<file path="src/rtl/fpu_addsub_sched_pkg.sv">
// Shared types and defaults for the FPU add/sub scheduler.
//   OP_ADD / OP_SUB : datapath operation bit encoding
//   req_id_t        : requester index (1 bit, two requesters)
//   tag_t           : in-flight ownership tag {valid, id}
//   DEF_LAT / DEF_RESP_DEPTH : default datapath latency and response FIFO depth
package fpu_sched_pkg;

  localparam logic OP_ADD = 1'b0;
  localparam logic OP_SUB = 1'b1;

  localparam int unsigned DEF_LAT        = 4;
  localparam int unsigned DEF_RESP_DEPTH = 2;

  typedef logic [0:0] req_id_t;

  typedef struct packed {
    logic    valid;
    req_id_t id;
  } tag_t;

endpackage

</file>
<file path="src/rtl/fpu_addsub_sched_if.sv">
// Bundle of the scheduler's request, response and datapath-side signals.
//   slave  : seen from the scheduler (accepts requests, drives responses and the datapath issue)
//   master : seen from the environment (requesters, consumers and the datapath model)
interface fpu_addsub_sched_if;

  logic        req0_valid;
  logic        req0_ready;
  logic [31:0] req0_a;
  logic [31:0] req0_b;
  logic        req0_op;
  logic        req1_valid;
  logic        req1_ready;
  logic [31:0] req1_a;
  logic [31:0] req1_b;
  logic        req1_op;

  logic        resp0_valid;
  logic        resp0_ready;
  logic [31:0] resp0_data;
  logic        resp1_valid;
  logic        resp1_ready;
  logic [31:0] resp1_data;

  logic        dp_valid;
  logic [31:0] dp_a;
  logic [31:0] dp_b;
  logic        dp_op;
  logic [31:0] dp_result;

  modport slave (
    input  req0_valid, req0_a, req0_b, req0_op,
    input  req1_valid, req1_a, req1_b, req1_op,
    output req0_ready, req1_ready,
    output resp0_valid, resp0_data, resp1_valid, resp1_data,
    input  resp0_ready, resp1_ready,
    output dp_valid, dp_a, dp_b, dp_op,
    input  dp_result
  );

  modport master (
    output req0_valid, req0_a, req0_b, req0_op,
    output req1_valid, req1_a, req1_b, req1_op,
    input  req0_ready, req1_ready,
    input  resp0_valid, resp0_data, resp1_valid, resp1_data,
    output resp0_ready, resp1_ready,
    input  dp_valid, dp_a, dp_b, dp_op,
    output dp_result
  );

endinterface

</file>
<file path="src/rtl/fpu_resp_fifo.sv">
// First-word-fall-through 32-bit response FIFO.
//   clk, rst_n : clock, asynchronous active-low reset
//   i_push     : write i_data this cycle (caller guarantees a free slot, pop-same-cycle included)
//   i_pop      : consumer takes the head; ignored when empty
//   o_data     : current head, forced to 0 while empty
//   o_empty    : no entries stored
module fpu_resp_fifo #(
  parameter int unsigned DEPTH = 2
) (
  input  logic        clk,
  input  logic        rst_n,
  input  logic        i_push,
  input  logic [31:0] i_data,
  input  logic        i_pop,
  output logic [31:0] o_data,
  output logic        o_empty
);

  localparam int unsigned PtrW = (DEPTH > 1) ? $clog2(DEPTH) : 1;
  localparam int unsigned CntW = $clog2(DEPTH + 1);
  localparam logic [PtrW-1:0] PtrLast = PtrW'(DEPTH - 1);

  logic [31:0]     r_mem [DEPTH];
  logic [PtrW-1:0] r_wptr;
  logic [PtrW-1:0] r_rptr;
  logic [CntW-1:0] r_count;
  logic            w_pop;

  assign o_empty = (r_count == '0);
  assign w_pop   = i_pop && !o_empty;
  assign o_data  = o_empty ? 32'd0 : r_mem[r_rptr];

  // A push while full is only legal together with a pop; the slot written is the one
  // being vacated, and the head is read combinationally before the edge.
  always_ff @(posedge clk) begin
    if (i_push) begin
      r_mem[r_wptr] <= i_data;
    end
  end

  always_ff @(posedge clk or negedge rst_n) begin
    if (!rst_n) begin
      r_wptr  <= '0;
      r_rptr  <= '0;
      r_count <= '0;
    end else begin
      if (i_push) begin
        r_wptr <= (r_wptr == PtrLast) ? '0 : r_wptr + PtrW'(1);
      end
      if (w_pop) begin
        r_rptr <= (r_rptr == PtrLast) ? '0 : r_rptr + PtrW'(1);
      end
      if (i_push && !w_pop) begin
        r_count <= r_count + CntW'(1);
      end else if (!i_push && w_pop) begin
        r_count <= r_count - CntW'(1);
      end
    end
  end

endmodule

</file>
<file path="src/rtl/fpu_addsub_sched.sv">
// Shares one fixed-latency FP add/sub datapath between two requesters.
// Round-robin arbitration (fixed priority to requester 0 when FPU_SCHED_FIXED_PRIO_EN is
// defined), one issue per cycle, a LAT-deep ownership tag pipe, and a FWFT response FIFO per
// requester. Per-requester credits bound outstanding ops to the FIFO depth.
//   clk, rst_n : clock, asynchronous active-low reset
//   sched_if   : request ports, response ports and datapath issue/result (slave modport)
module fpu_addsub_sched
  import fpu_sched_pkg::*;
#(
  parameter int unsigned LAT        = DEF_LAT,
  parameter int unsigned RESP_DEPTH = DEF_RESP_DEPTH
) (
  input  logic               clk,
  input  logic               rst_n,
  fpu_addsub_sched_if.slave  sched_if
);

  localparam int unsigned CredW = $clog2(RESP_DEPTH + 1);
  localparam logic [CredW-1:0] CredMax = CredW'(RESP_DEPTH);

  logic [CredW-1:0] r_credit0;
  logic [CredW-1:0] r_credit1;
  logic             w_elig0;
  logic             w_elig1;
  logic             w_grant0;
  logic             w_grant1;
  logic             w_acc0;
  logic             w_acc1;
  logic             w_pop0;
  logic             w_pop1;
  logic             w_push0;
  logic             w_push1;
  logic             w_empty0;
  logic             w_empty1;

  logic             r_dp_valid;
  logic [31:0]      r_dp_a;
  logic [31:0]      r_dp_b;
  logic             r_dp_op;
  req_id_t          r_dp_id;
  tag_t             r_tag [LAT];
  tag_t             w_tag_out;

  assign w_elig0 = sched_if.req0_valid && (r_credit0 < CredMax);
  assign w_elig1 = sched_if.req1_valid && (r_credit1 < CredMax);

`ifdef FPU_SCHED_FIXED_PRIO_EN
  always_comb begin
    w_grant0 = w_elig0;
    w_grant1 = w_elig1 && !w_elig0;
  end
`else
  req_id_t r_last_grant;

  // On a tie the requester not granted last wins.
  always_comb begin
    w_grant0 = w_elig0 && (!w_elig1 || (r_last_grant == 1'b1));
    w_grant1 = w_elig1 && (!w_elig0 || (r_last_grant == 1'b0));
  end

  always_ff @(posedge clk or negedge rst_n) begin
    if (!rst_n) begin
      r_last_grant <= 1'b1;
    end else if (w_acc0) begin
      r_last_grant <= 1'b0;
    end else if (w_acc1) begin
      r_last_grant <= 1'b1;
    end
  end
`endif

  // Readies are held low while reset is asserted even though credits already read zero.
  assign w_acc0 = w_grant0 && rst_n;
  assign w_acc1 = w_grant1 && rst_n;
  assign sched_if.req0_ready = w_acc0;
  assign sched_if.req1_ready = w_acc1;

  assign w_pop0 = sched_if.resp0_valid && sched_if.resp0_ready;
  assign w_pop1 = sched_if.resp1_valid && sched_if.resp1_ready;

  always_ff @(posedge clk or negedge rst_n) begin
    if (!rst_n) begin
      r_credit0 <= '0;
      r_credit1 <= '0;
    end else begin
      if (w_acc0 && !w_pop0) begin
        r_credit0 <= r_credit0 + CredW'(1);
      end else if (!w_acc0 && w_pop0) begin
        r_credit0 <= r_credit0 - CredW'(1);
      end
      if (w_acc1 && !w_pop1) begin
        r_credit1 <= r_credit1 + CredW'(1);
      end else if (!w_acc1 && w_pop1) begin
        r_credit1 <= r_credit1 - CredW'(1);
      end
    end
  end

  // Issue register: data outputs hold when nothing is accepted.
  always_ff @(posedge clk or negedge rst_n) begin
    if (!rst_n) begin
      r_dp_valid <= 1'b0;
      r_dp_a     <= '0;
      r_dp_b     <= '0;
      r_dp_op    <= OP_ADD;
      r_dp_id    <= '0;
    end else begin
      r_dp_valid <= w_acc0 || w_acc1;
      if (w_acc0 || w_acc1) begin
        r_dp_a  <= w_acc1 ? sched_if.req1_a  : sched_if.req0_a;
        r_dp_b  <= w_acc1 ? sched_if.req1_b  : sched_if.req0_b;
        r_dp_op <= w_acc1 ? sched_if.req1_op : sched_if.req0_op;
        r_dp_id <= w_acc1;
      end
    end
  end

  assign sched_if.dp_valid = r_dp_valid;
  assign sched_if.dp_a     = r_dp_a;
  assign sched_if.dp_b     = r_dp_b;
  assign sched_if.dp_op    = r_dp_op;

  // Fed from the issue register, so the last stage is valid exactly LAT cycles after dp_valid.
  always_ff @(posedge clk or negedge rst_n) begin
    if (!rst_n) begin
      for (int unsigned i = 0; i < LAT; i++) begin
        r_tag[i] <= '0;
      end
    end else begin
      r_tag[0] <= '{valid: r_dp_valid, id: r_dp_id};
      for (int unsigned i = 1; i < LAT; i++) begin
        r_tag[i] <= r_tag[i-1];
      end
    end
  end

  assign w_tag_out = r_tag[LAT-1];
  assign w_push0   = w_tag_out.valid && (w_tag_out.id == 1'b0);
  assign w_push1   = w_tag_out.valid && (w_tag_out.id == 1'b1);

  fpu_resp_fifo #(
    .DEPTH (RESP_DEPTH)
  ) u_fifo0 (
    .clk     (clk),
    .rst_n   (rst_n),
    .i_push  (w_push0),
    .i_data  (sched_if.dp_result),
    .i_pop   (sched_if.resp0_ready),
    .o_data  (sched_if.resp0_data),
    .o_empty (w_empty0)
  );

  fpu_resp_fifo #(
    .DEPTH (RESP_DEPTH)
  ) u_fifo1 (
    .clk     (clk),
    .rst_n   (rst_n),
    .i_push  (w_push1),
    .i_data  (sched_if.dp_result),
    .i_pop   (sched_if.resp1_ready),
    .o_data  (sched_if.resp1_data),
    .o_empty (w_empty1)
  );

  assign sched_if.resp0_valid = !w_empty0;
  assign sched_if.resp1_valid = !w_empty1;

endmodule

</file>
<file path="src/flat_wrapper.sv">
// flat-port wrapper written by rule: the top's interface ports become plain ports
module fpu_addsub_sched_flat import fpu_sched_pkg::*;
#(
  parameter int unsigned LAT        = DEF_LAT,
  parameter int unsigned RESP_DEPTH = DEF_RESP_DEPTH
)
  (clk, rst_n, sched_if_req0_valid, sched_if_req0_a, sched_if_req0_b, sched_if_req0_op, sched_if_req1_valid, sched_if_req1_a, sched_if_req1_b, sched_if_req1_op, sched_if_req0_ready, sched_if_req1_ready, sched_if_resp0_valid, sched_if_resp0_data, sched_if_resp1_valid, sched_if_resp1_data, sched_if_resp0_ready, sched_if_resp1_ready, sched_if_dp_valid, sched_if_dp_a, sched_if_dp_b, sched_if_dp_op, sched_if_dp_result);
  fpu_addsub_sched_if sched_if_i ();
  input  logic clk;
  input  logic rst_n;
  input wire logic [$bits(sched_if_i.req0_valid)-1:0] sched_if_req0_valid;
  input wire logic [$bits(sched_if_i.req0_a)-1:0] sched_if_req0_a;
  input wire logic [$bits(sched_if_i.req0_b)-1:0] sched_if_req0_b;
  input wire logic [$bits(sched_if_i.req0_op)-1:0] sched_if_req0_op;
  input wire logic [$bits(sched_if_i.req1_valid)-1:0] sched_if_req1_valid;
  input wire logic [$bits(sched_if_i.req1_a)-1:0] sched_if_req1_a;
  input wire logic [$bits(sched_if_i.req1_b)-1:0] sched_if_req1_b;
  input wire logic [$bits(sched_if_i.req1_op)-1:0] sched_if_req1_op;
  output wire logic [$bits(sched_if_i.req0_ready)-1:0] sched_if_req0_ready;
  output wire logic [$bits(sched_if_i.req1_ready)-1:0] sched_if_req1_ready;
  output wire logic [$bits(sched_if_i.resp0_valid)-1:0] sched_if_resp0_valid;
  output wire logic [$bits(sched_if_i.resp0_data)-1:0] sched_if_resp0_data;
  output wire logic [$bits(sched_if_i.resp1_valid)-1:0] sched_if_resp1_valid;
  output wire logic [$bits(sched_if_i.resp1_data)-1:0] sched_if_resp1_data;
  input wire logic [$bits(sched_if_i.resp0_ready)-1:0] sched_if_resp0_ready;
  input wire logic [$bits(sched_if_i.resp1_ready)-1:0] sched_if_resp1_ready;
  output wire logic [$bits(sched_if_i.dp_valid)-1:0] sched_if_dp_valid;
  output wire logic [$bits(sched_if_i.dp_a)-1:0] sched_if_dp_a;
  output wire logic [$bits(sched_if_i.dp_b)-1:0] sched_if_dp_b;
  output wire logic [$bits(sched_if_i.dp_op)-1:0] sched_if_dp_op;
  input wire logic [$bits(sched_if_i.dp_result)-1:0] sched_if_dp_result;
  assign sched_if_i.req0_valid = sched_if_req0_valid;
  assign sched_if_i.req0_a = sched_if_req0_a;
  assign sched_if_i.req0_b = sched_if_req0_b;
  assign sched_if_i.req0_op = sched_if_req0_op;
  assign sched_if_i.req1_valid = sched_if_req1_valid;
  assign sched_if_i.req1_a = sched_if_req1_a;
  assign sched_if_i.req1_b = sched_if_req1_b;
  assign sched_if_i.req1_op = sched_if_req1_op;
  assign sched_if_req0_ready = sched_if_i.req0_ready;
  assign sched_if_req1_ready = sched_if_i.req1_ready;
  assign sched_if_resp0_valid = sched_if_i.resp0_valid;
  assign sched_if_resp0_data = sched_if_i.resp0_data;
  assign sched_if_resp1_valid = sched_if_i.resp1_valid;
  assign sched_if_resp1_data = sched_if_i.resp1_data;
  assign sched_if_i.resp0_ready = sched_if_resp0_ready;
  assign sched_if_i.resp1_ready = sched_if_resp1_ready;
  assign sched_if_dp_valid = sched_if_i.dp_valid;
  assign sched_if_dp_a = sched_if_i.dp_a;
  assign sched_if_dp_b = sched_if_i.dp_b;
  assign sched_if_dp_op = sched_if_i.dp_op;
  assign sched_if_i.dp_result = sched_if_dp_result;
  fpu_addsub_sched #(.LAT(LAT), .RESP_DEPTH(RESP_DEPTH)) u_core (.clk(clk), .rst_n(rst_n), .sched_if(sched_if_i));
endmodule
</file>
<file path="config.mk">
export PLATFORM = sky130hd
export DESIGN_NAME = fpu_addsub_sched_flat
export DESIGN_NICKNAME = d
export VERILOG_FILES = /design/src/rtl/fpu_addsub_sched_pkg.sv /design/src/rtl/fpu_addsub_sched_if.sv /design/src/rtl/fpu_resp_fifo.sv /design/src/rtl/fpu_addsub_sched.sv /design/src/flat_wrapper.sv
export SDC_FILE = /design/constraint.sdc
export NUM_CORES = 1
export LEC_CHECK = 0
export CAP_MARGIN = 10
export CORE_ASPECT_RATIO = 2
export CORE_UTILIZATION = 30
export CTS_BUF_LIST = sky130_fd_sc_hd__clkbuf_8
export DETAILED_ROUTE_END_ITERATION = 8
export PLACE_DENSITY = 0.56
export SLEW_MARGIN = 5
export SYNTH_ARGS = -nofsm -noshare
export SYNTH_HDL_FRONTEND = slang
export SYNTH_HIERARCHICAL = 1
export SYNTH_SLANG_ARGS = --single-unit
</file>
<file path="constraint.sdc">
create_clock -name clk -period 4.3 [get_ports clk]
set_clock_uncertainty 0.15 [all_clocks]
set_input_delay 0.43 -clock clk [delete_from_list [all_inputs] [get_ports clk]]
set_output_delay 0.43 -clock clk [all_outputs]
set_load 0.03 [all_outputs]
</file>
==> results of run 1 <==
-- worst paths after layout --
kind,from,to,cells after the start
worst max-delay path,u_core/u_fifo1/r_rptr,sched_if_resp1_data[16],3
worst min-delay path,rst_n,u_core/sched_if.dp_b[4],2
worst max register to register,u_core/r_credit1[1],u_core/sched_if.dp_a[27],5
worst min register to register,u_core/r_tag[2],u_core/r_tag[0],0
max in group asynchronous,rst_n,u_core/sched_if.dp_b[30],3
min in group clk,u_core/r_tag[2],u_core/r_tag[0],0
-- layout make-up --
type,instances,area (µm²)
Antenna cell,3,7.51
Inverter,4,15.0
Timing Repair Buffer,318,3160
Clock buffer,32,440
Clock inverter,26,345
Multi-Input combinational cell,418,3550
Fill cell,3219,19400
Tap cell,436,546
Sequential cell,216,6050
-- Yosys cell counts --
cell type,number
edfxtp_1,128
dfrtp_1,87
nor2_1,69
mux2i_1,64
and4b_1,55
a2bb2oi_1,54
o21ai_0,54
a221oi_2,48
buf_2,37
buf_6,26
o221a_2,10
or3_1,10
xor2_1,10
buf_4,8
a221oi_1,7
clkbuf_2,6
xnor2_1,6
nand2_1,5
ha_1,4
inv_1,4
o21ai_1,4
and2_1,3
nand3b_1,3
nor2b_1,3
nand2b_4,2
nor2_2,2
a21oi_2,1
a2bb2oi_2,1
and3b_1,1
clkbuf_1,1
dfstp_2,1
nand2b_1,1
nor3b_1,1
-- repair_timing --
| action | 4_1_cts | 5_1_grt |
|---|---|---|
| endpoints found under the hold margin | 19 | 0 |
| hold buffers | 1 | 0 |
| setup buffers | 0 | 0 |
-- power by group --
group | switching, µW | internal [µW] | total (µW)
sequential | 411 | 2770 | 3180
combinational | 2810 | 2110 | 4910
clock | 862 | 1190 | 2050
total | 4080 | 6070 | 10100
-- sequential cells by signal (all words and copies together), names as in the netlist --
name                      flops
u_core/u_fifo0/r_mem         64
u_core/u_fifo1/r_mem         64
u_core/sched_if.dp_a         32
u_core/sched_if.dp_b         32
u_core/r_tag                  8
u_core/r_credit0              2
u_core/r_credit1              2
u_core/u_fifo0/r_count        2
u_core/u_fifo1/r_count        2
u_core/r_dp_id                1
u_core/r_last_grant           1
u_core/sched_if.dp_op         1
u_core/sched_if.dp_valid      1
u_core/u_fifo0/r_rptr         1
u_core/u_fifo0/r_wptr         1
u_core/u_fifo1/r_rptr         1
u_core/u_fifo1/r_wptr         1
-- critical path, delay by kind of cell (launching register included) --
family                 cells  cell delay (ps)
AND/OR/NAND/NOR            1              130
multiplexers               1              180
flip-flops                 1             1090
buffers and inverters      1              730
-- cell usage in the layout, fill, tap and decap left out, types with 15 or more instances in the layout --
| master | synthesis | layout |
|---|---|---|
| a221oi_2 | 48 | 48 |
| a2bb2oi_1 | 54 | 54 |
| and4b_1 | 55 | 55 |
| buf_4 | 8 | 15 |
| clkbuf_8 | 0 | 32 |
| clkdlybuf4s50_1 | 0 | 299 |
| dfrtp_1 | 87 | 84 |
| edfxtp_1 | 128 | 128 |
| mux2i_1 | 64 | 64 |
| nor2_1 | 69 | 69 |
| o21ai_0 | 54 | 54 |
-- cells by family (layout without fill, tap and decap cells) --
kind of cell             after synthesis  after routing  share of synthesized area, %
buffers and inverters                 82            380                          5.78
AND/OR/NAND/NOR                      155            155                          9.98
flip-flops                           216            216                          59.5
AO/OA/AOI/OAI                        179            179                          16.6
other                                  0              3                             0
multiplexers                          64             64                          6.31
adder cells (fa/ha/maj)                4              4                         0.493
XOR/XNOR                              16             16                          1.38
-- routing by layer --
| layer | track usage (%) | wire, µm | up-vias | part of all wire [%] |
|---|---|---|---|---|
| met5 | 0 | 0 | - | 0 |
| met1 | 20.3 | 11800 | 3587 | 38 |
| met4 | 6.79 | 921 | 0 | 3.0 |
| met3 | 2.98 | 1630 | 53 | 5.2 |
| li1 | - | - | 3353 | - |
| met2 | 33.3 | 16900 | 257 | 54 |
-- through the flow --
step / hold slack (ps) / total power [µW] / std cells / utilization [%] / setup WS (ps)
finish: 164 / 10100 / 1453 / 42.1 / 920
global route: 168 / 10600 / 1453 / 42.1 / 756
CTS: 139 / 10300 / 1450 / 42.1 / 822
detailed placement: 186 / 8200 / 1391 / 39.7 / 1390
global placement: 182 / 8190 / 1391 / 39.7 / 1440
floorplan: -15.6 / 6300 / 716 / - / 1660
==> summary.md, run 1 <==
| Metric | Value |
|---|---|
| DPL Wire Length | between 20,000 and 25,000 µm |
| DR iter-0 viols | between 200 and 300 |
| Overall Global Routing Usage | around 18% |
| Area of the die | 34,600 µm² |
| Relative slew slack | 24.9% |
| Power per standard cell area | roughly 720 nW/µm² |
| Final nets | roughly 1.2k |
| Crit path max-delay cell type | dfrtp_2 |
| First-pass GRT wire length | 47,900 µm |
| Setup repair after global routing missed its margin | no |
| Biggest area consumer among synthesized cells | edfxtp_1 |
| Worst setup path class | reg2out |
| Yosys reg bits | roughly 220 |
| Fin area | 14,100 µm² |
| Antenna violations before repair | 3 |
| Final slew viol count | 0 |
| Area growth from synthesis to final layout | 38.9% |
| Count of maximum capacitance violations | 0 |
| Critical Path AT | ~2800 ps |
| Die outline width | between 100 and 150 µm |
| Total count of hold-check failures in the final report | 0 |
| Maximum resistive drop on vdd | approximately 0.00032 V |
| Mean routed wirelength per cell | roughly 21 µm |
| Top-area cell type share of the netlist area | ~38% |
| H-tree depth | 1 |
| Result of the run | finished, final reports clean |
| CP peak stage delay | 1090 ps |
| Synth warnings | 6 |
| Synth top area cells | edfxtp_1 38%, dfrtp_1 21%, a221oi_2 7.1% |
| Achievable clock frequency | just under 0.3 GHz |
| Io pins | between 300 and 400 |
| TritonCTS Buffers | 31 |
| Quantity of gates resized following cts | 0 |
| Final Wtd Congestion | 0.764 |
| Sequential element share of the synthesized area | between 50% and 60% |
| Slack of the worst reg-to-reg path | 1620 ps |
| Transition at the pin with the smallest max-transition slack | about 1100 ps |
| Number of global-route vias before repair | roughly 7.7k |
| Total vias in the final route | about 7.3k |
| Number of buffers between clock root and the deepest sink | 3 |
| Number of buffers inserted by port buffering | 301 |
| Critical Path Start Type | register |
| Clock latency reported for the late side of the worst-skew pair | around 610 ps |
| Standard-cell row count | 95 |
| Hold/Removal Path Class | in2async |
| Largest net degree at the start of global routing | between 100 and 150 |
| Leakage component of the power | 0.00532 µW |
| Total negative setup slack | 0 ps |
| Mapped Nets | roughly 890 |
| Core area | roughly 34,000 µm² |
| Die Height | 262 µm |
| Count of TritonRoute iterations in the first routing pass | 5 |
| Setup violators final | 0 |
| Clock Sink Count | 216 |
| Type of element capturing the critical path | output port |
| Clock Root Buffer | clkbuf_8 |
| Post-route ant nets | 0 |
| Leftover overflow at the end of global routing | 0 |
| Detailed-route wire length | slightly above 30,000 µm |
| Initial core utilization | between 30 and 40% |
| Cell Chain, Critical Path | mux2i_1 > nor2_1 > clkdlybuf4s50_1 |
| Final period util | between 70% and 80% |
| Area post-placement | 13,300 µm² |
| Highest net fanout along the worst path | 33 |
| Clock tree from TritonCTS | yes |
| Clock transition at the register clock pins on the worst setup and hold paths after CTS | around 80 ps |
| Mean instance size in the synthesized netlist | roughly 14 µm² |
| Fraction of layout instances using a drive strength above 1 | 14.0% |
| Gate count after technology mapping | around 720 |
| Average via count per standard cell | between 4 and 5 |
| Post-Synthesis Cell Area | between 10,000 and 15,000 µm² |
| Tmin final | 3380 ps |
| DRC errors left | 0 |
| Required time at the worst-slack endpoint | 3720 ps |
| Synth unique cells | 33 |
(Power assumes the default switching activity.)
==> run 2, diff against run 1 <==
==> constraint.sdc (replaced) <==
create_clock -name clk -period 3.5 [get_ports clk]
set_clock_uncertainty 0.15 [all_clocks]
set_input_delay 0.35 -clock clk [delete_from_list [all_inputs] [get_ports clk]]
set_output_delay 0.35 -clock clk [all_outputs]
set_load 0.03 [all_outputs]
==> run 2 against run 1 <==
First-iteration DRC count rose by 25%; sequential power increased by 22%; core utilization fell by 0.28 points; cell count increased by 0.48%; final area shrank 0.67%; wire length down 4.3%; setup slack lost 370 ps; critical path depth grew 1; power is 18% higher; largest power group unchanged.
==> summary.md, run 2 (synthesis gave the netlist of run 1 again) <==
| Metric | Value |
|---|---|
| TritonCTS Buffers | 34 |
| Tmin final | a little under 3000 ps |
| Cell count along the critical path | 4 |
| Crit-path leading delay family | buffers and inverters |
| Final Wtd Congestion | between 0.7 and 0.8 |
| Power per standard cell area | 855 nW/µm² |
| Post-route ant nets | 0 |
| Type of element capturing the critical path | output port |
| DRC errors left | 0 |
| Largest net degree at the start of global routing | 95 |
| Io pins | 302 |
| Total vias in the final route | between 7k and 8k |
| First-pass GRT wire length | 46,300 µm |
| Number of buffers inserted by port buffering | approximately 300 |
| Number of fill cells | 3,179 |
| Final slew viol count | 0 |
| FF/Latch Area | 6050 µm² |
| Count of TritonRoute iterations in the first routing pass | 4 |
| H-tree depth | 2 |
| Critical Path AT | around 2500 ps |
| Largest registers | u_core/u_fifo0/r_mem (64), u_core/u_fifo1/r_mem (64) |
| Detailed-route wire length | 29,800 µm |
| Die Height | about 260 µm |
| Area growth from synthesis to final layout | 38.0% |
| Maximum resistive drop on vdd | 0.000417 V |
| Fraction of layout instances using a drive strength above 1 | between 10% and 20% |
| Achievable clock frequency | around 0.34 GHz |
| Number of buffers between clock root and the deepest sink | 3 |
| Clock transition at the register clock pins on the worst setup and hold paths after CTS | roughly 60 ps |
| Total count of hold-check failures in the final report | 0 |
| Clock tree from TritonCTS | yes |
| Highest net fanout along the worst path | 16 |
| Clock latency reported for the late side of the worst-skew pair | ~530 ps |
| Setup violators final | 0 |
| Multi-input gate area | 3550 µm² |
| Count of maximum capacitance violations | 0 |
| Area of the die | ~35,000 µm² |
| Core area | between 30,000 and 40,000 µm² |
| Cell count after placement | about 1.4k |
| Die outline width | 132 µm |
| CP peak stage delay | approximately 700 ps |
| Fin area | roughly 14,000 µm² |
| Total negative setup slack | 0 ps |
| Leakage component of the power | 0.00532 µW |
| Relative slew slack | between 20% and 30% |
| DPL Wire Length | between 20,000 and 25,000 µm |
| Diode count | 0 |
| Critical Path Start Type | register |
| Mean routed wirelength per cell | about 20 µm |
| Post-route core utilization | about two fifths |
| Number of global-route vias before repair | 7,644 |
| Result of the run | finished, final reports clean |
| Worst hold path depth | 0 |
| Combined buffer and inverter count along the critical path | 2 |
| Overall Global Routing Usage | roughly 17% |
| Leading cell type in the layout, fill and taps excluded | clkdlybuf4s50_1 |
| Worst R2R Path Depth | 5 |
| Required time at the worst-slack endpoint | 3000 ps |
| Leading cell types in the layout, fill and taps excluded | 298 x clkdlybuf4s50_1, 128 x edfxtp_1, 84 x dfrtp_1 |
| Average via count per standard cell | around 5 |
| Post-route insts no fill | between 1k and 1.5k |
| Hold/Removal Path Class | reg2reg |
| Antenna violations before repair | 0 |
| Initial core utilization | a little under a third |
| Cell Chain, Critical Path | buf_4 > mux2i_1 > nor2_1 > clkdlybuf4s50_1 |
| DR iter-0 viols | 349 |
| Standard-cell row count | 95 |
| Final period util | 84.3% |
| Worst setup path class | reg2out |
| Area post-placement | around 13,000 µm² |
| Crit path max-delay cell type | dfrtp_2 |
| Leftover overflow at the end of global routing | 0 |
| Setup repair after global routing missed its margin | no |
| Transition at the pin with the smallest max-transition slack | approximately 1100 ps |
| Final nets | roughly 1.2k |
| Clock Root Buffer | clkbuf_8 |
| Clock Sink Count | roughly 220 |
run 2: final timing paths:
path | from | end | slack (ps)
worst max register to register | u_core/r_credit1[1] | u_core/sched_if.dp_b[31] | 1080
worst max-delay path | u_core/u_fifo1/r_rptr | sched_if_resp1_data[16] | 550
worst min register to register | u_core/r_tag[3] | u_core/r_tag[1] | 200
min in group asynchronous | rst_n | u_core/sched_if.dp_valid | 440
worst min-delay path | u_core/r_tag[3] | u_core/r_tag[1] | 200
max in group asynchronous | rst_n | u_core/sched_if.dp_b[30] | 1870
run 2: per-layer routing:
layer  share of wire (%)  GRT usage, %  vias up
met4                 2.7          6.16        0
met3                 6.0          3.44       47
met2                  55          32.9      275
met5                   0             0        -
li1                    -             -     3363
met1                  36          18.9     3569
run 2: per-stage QoR:
step / total power, µW / setup WS [ps] / hold WS, ps
2_1_floorplan: 7740 / 857 / -95.6
3_3_place_gp: 10000 / 925 / 181
3_5_place_dp: 10100 / 893 / 185
4_1_cts: 12200 / 444 / 178
5_1_grt: 12600 / 417 / 192
6_report: 12000 / 551 / 198
run 2: power by group:
group / switching (µW) / leakage, µW / internal [µW]
logic: 3430 / 0.00280 / 2620
clock network: 1000 / 0.000370 / 1040
registers: 480 / 0.00215 / 3410
total: 4910 / 0.00532 / 7070
run 2: cell type report:
type	instances	share of cell area, %
clock buffer	36	3.53
clock inverter	25	0.999
inverter	4	0.107
multi-input combinational	418	25.3
sequential	216	43.2
tap	436	3.89
timing repair buffer	325	23.0
run 2: worst register-to-register path: cells and delay by family, from the launching register on:
kind            cells  cell delay (ps)
compound gates      2              480
simple gates        1              420
buf+inv             2              720
flops               1              530
run 2: timing repair:
action	CTS	global route
endpoints found under the hold margin	41	0
gates resized for setup	0	0
hold buffers	1	0
setup buffers	0	0
==> run 3, diff against run 2 <==
--- a/config.mk
+++ b/config.mk
@@ -10,7 +10,7 @@
 export CORE_UTILIZATION = 30
 export CTS_BUF_LIST = sky130_fd_sc_hd__clkbuf_8
 export DETAILED_ROUTE_END_ITERATION = 8
-export PLACE_DENSITY = 0.56
+export PLACE_DENSITY = 0.58
 export SLEW_MARGIN = 5
 export SYNTH_ARGS = -nofsm -noshare
 export SYNTH_HDL_FRONTEND = slang
==> constraint.sdc (replaced) <==
create_clock -name clk -period 2.6 [get_ports clk]
set_clock_uncertainty 0.15 [all_clocks]
set_input_delay 0.26 -clock clk [delete_from_list [all_inputs] [get_ports clk]]
set_output_delay 0.26 -clock clk [all_outputs]
set_load 0.03 [all_outputs]
==> run 3 against run 2 <==
The run now ends with DRC left; critical path depth stayed put; first-iteration DRC count shrank 3.4%; core utilization rose by 0.55 points; via count rose by 1.2%; sequential share of layout area is 0.54 points lower; setup slack worse by 440 ps; worst hold slack worse by 57 ps; clock-buffer cell count decreased by 2; global-route usage increased by 0.77 points; clock power grew 32%; cell count is 0.68% higher; die area stayed put.
==> summary.md, run 3 (synthesis gave the netlist of run 1 again) <==
| Metric | Value |
|---|---|
| Violations in the final reports | DRC |
| Place WS | 364 ps |
| Multi-input gate area | around 3600 µm² |
| Detailed-route wire length | approximately 31,000 µm |
| Worst setup path class | reg2out |
| Number of buffers between clock root and the deepest sink | 3 |
| Maximum resistive drop on vdd | 0.000493 V |
| Leftover overflow at the end of global routing | 0 |
| Count of maximum capacitance violations | 0 |
| Critical Path Start Type | register |
| Required time at the worst-slack endpoint | between 2000 and 2500 ps |
| Die outline width | between 100 and 150 µm |
| DRC errors left | 2 |
| Highest net fanout along the worst path | 33 |
| Io pins | slightly above 300 |
| Critical Path AT | 2080 ps |
| Total vias in the final route | roughly 7.3k |
| Final Wtd Congestion | ~0.75 |
| Global route hottest layer | met2 |
| Met1 capacity usage during global routing | approximately a fifth |
| Clock tree from TritonCTS | yes |
| Final nets | approximately 1.2k |
| Leakage component of the power | 0.00568 µW |
| Leading cell types in the layout, fill and taps excluded | 248 x clkdlybuf4s50_1, 128 x edfxtp_1, 84 x dfrtp_1 |
| Initial core utilization | a little under a third |
| Hold/Removal Path Class | in2reg |
| Power per standard cell area | between 1000 and 1500 nW/µm² |
| Mean routed wirelength per cell | 21.3 µm |
| Fraction of layout instances using a drive strength above 1 | 15.1% |
| Cell Chain, Critical Path | buf_12 > mux2i_1 > nor2_1 > clkdlybuf4s50_1 |
| FF/Latch Area | 6050 µm² |
| Type of element capturing the critical path | output port |
| Fraction of met2 tracks used by global routing | 33.6% |
| Number of post-CTS setup repair buffers | 0 |
| Final slew viol count | 0 |
| Result of the run | finished, violations left |
| Largest net degree at the start of global routing | between 50 and 60 |
| Number of buffers inserted by port buffering | 301 |
| Crit path max-delay cell type | clkdlybuf4s50_1 |
| Clock Root Buffer | clkbuf_8 |
| Setup repair after global routing missed its margin | no |
| DR iter-0 viols | between 300 and 400 |
| Average via count per standard cell | ~5.0 |
| Number of fill cells | 3,162 |
| Final setup margin | ~110 ps |
| Largest registers | u_core/u_fifo0/r_mem (64), u_core/u_fifo1/r_mem (64) |
| Relative slew slack | a little over three fifths |
| Clock latency reported for the late side of the worst-skew pair | 520 ps |
| Count of TritonRoute iterations in the first routing pass | 6 |
| Setup violators final | 0 |
| First-pass GRT wire length | between 40,000 and 50,000 µm |
| Total count of hold-check failures in the final report | 0 |
| Tmin final | between 2000 and 2500 ps |
| Achievable clock frequency | 0.402 GHz |
| Die Height | approximately 260 µm |
| Core area | ~34,000 µm² |
| Clock Sink Count | 216 |
| Clock transition at the register clock pins on the worst setup and hold paths after CTS | roughly 60 ps |
| Antenna violations before repair | 6 |
| Transition at the pin with the smallest max-transition slack | approximately 560 ps |
| Area of the die | ~35,000 µm² |
| Number of global-route vias before repair | approximately 7.7k |
| Overall Global Routing Usage | a little under a fifth |
| Leading cell type in the layout, fill and taps excluded | clkdlybuf4s50_1 |
| H-tree depth | 2 |
| Final period util | between 90% and 100% |
| Post-route ant nets | 0 |
| TritonCTS Buffers | 34 |
| Total negative setup slack | 0 ps |
| DPL Wire Length | between 20,000 and 25,000 µm |
| Global-route met3 utilization | under 10% |
| Slack of the worst reg-to-reg path | around 640 ps |
| Area growth from synthesis to final layout | 39.8% |
| CP peak stage delay | 680 ps |
| Standard-cell row count | 95 |
-- run 3: metrics by stage --
stage / util [%] / std cells / total power (µW) / hold slack (ps) / cell area, µm²
after global routing: 42.4 / 1470 / 16900 / 118 / 14200
after detailed placement: 40.4 / 1404 / 13700 / 188 / 13500
after floorplan: - / 716 / 10400 / -186 / 10200
after CTS: 42.2 / 1465 / 16400 / 89.3 / 14100
final: 42.4 / 1470 / 16100 / 141 / 14200
after global placement: 40.4 / 1404 / 13700 / 183 / 13500
-- run 3: worst paths after layout --
kind                                        from                  endpoint  cells after the start
min                          sched_if_req0_a[30]  u_core/sched_if.dp_a[30]                      3
min reg2reg                      u_core/r_tag[4]           u_core/r_tag[2]                      0
min in group asynchronous                  rst_n   u_core/sched_if.dp_b[1]                      3
max reg2reg                  u_core/r_credit1[1]  u_core/sched_if.dp_a[31]                      4
max                        u_core/u_fifo0/r_rptr   sched_if_resp0_data[26]                      4
max in group asynchronous                  rst_n     u_core/u_fifo1/r_rptr                      4
-- run 3: layout make-up --
class                   count  area share [%]
diodes                      5          0.0881
clock buffers              34            3.29
clock inverters            26            1.03
inverters                   4           0.114
multi-input cells         418            25.0
flip-flops and latches    216            42.6
well taps                 436            3.84
repair buffers            331            24.0
-- run 3: power breakdown --
group	internal (µW)	switching [µW]	total, µW	leakage [µW]
logic	3460	4790	8250	0.00318
registers	4590	532	5130	0.00215
clock network	1340	1360	2700	0.000354
-- run 3: timing repair --
item,CTS,global route
cloned,0,0
endpoints found under the setup margin,27,22
hold buffers,1,0
hold endpoints to repair,62,0
gates resized for setup,28,22
-- run 3: routing by layer --
| metal | up-vias | share of wire (%) |
|---|---|---|
| met5 | - | 0 |
| met4 | 0 | 2.4 |
| met3 | 40 | 5.5 |
| met2 | 250 | 56 |
| met1 | 3663 | 36 |
| li1 | 3385 | - |
-- run 3: worst max-delay path, delay by kind of cell (launching register included) --
kind / cells / cell delay (ps)
buf+inv: 2 / 880
flops: 1 / 410
mux: 1 / 150
simple gates: 1 / 90
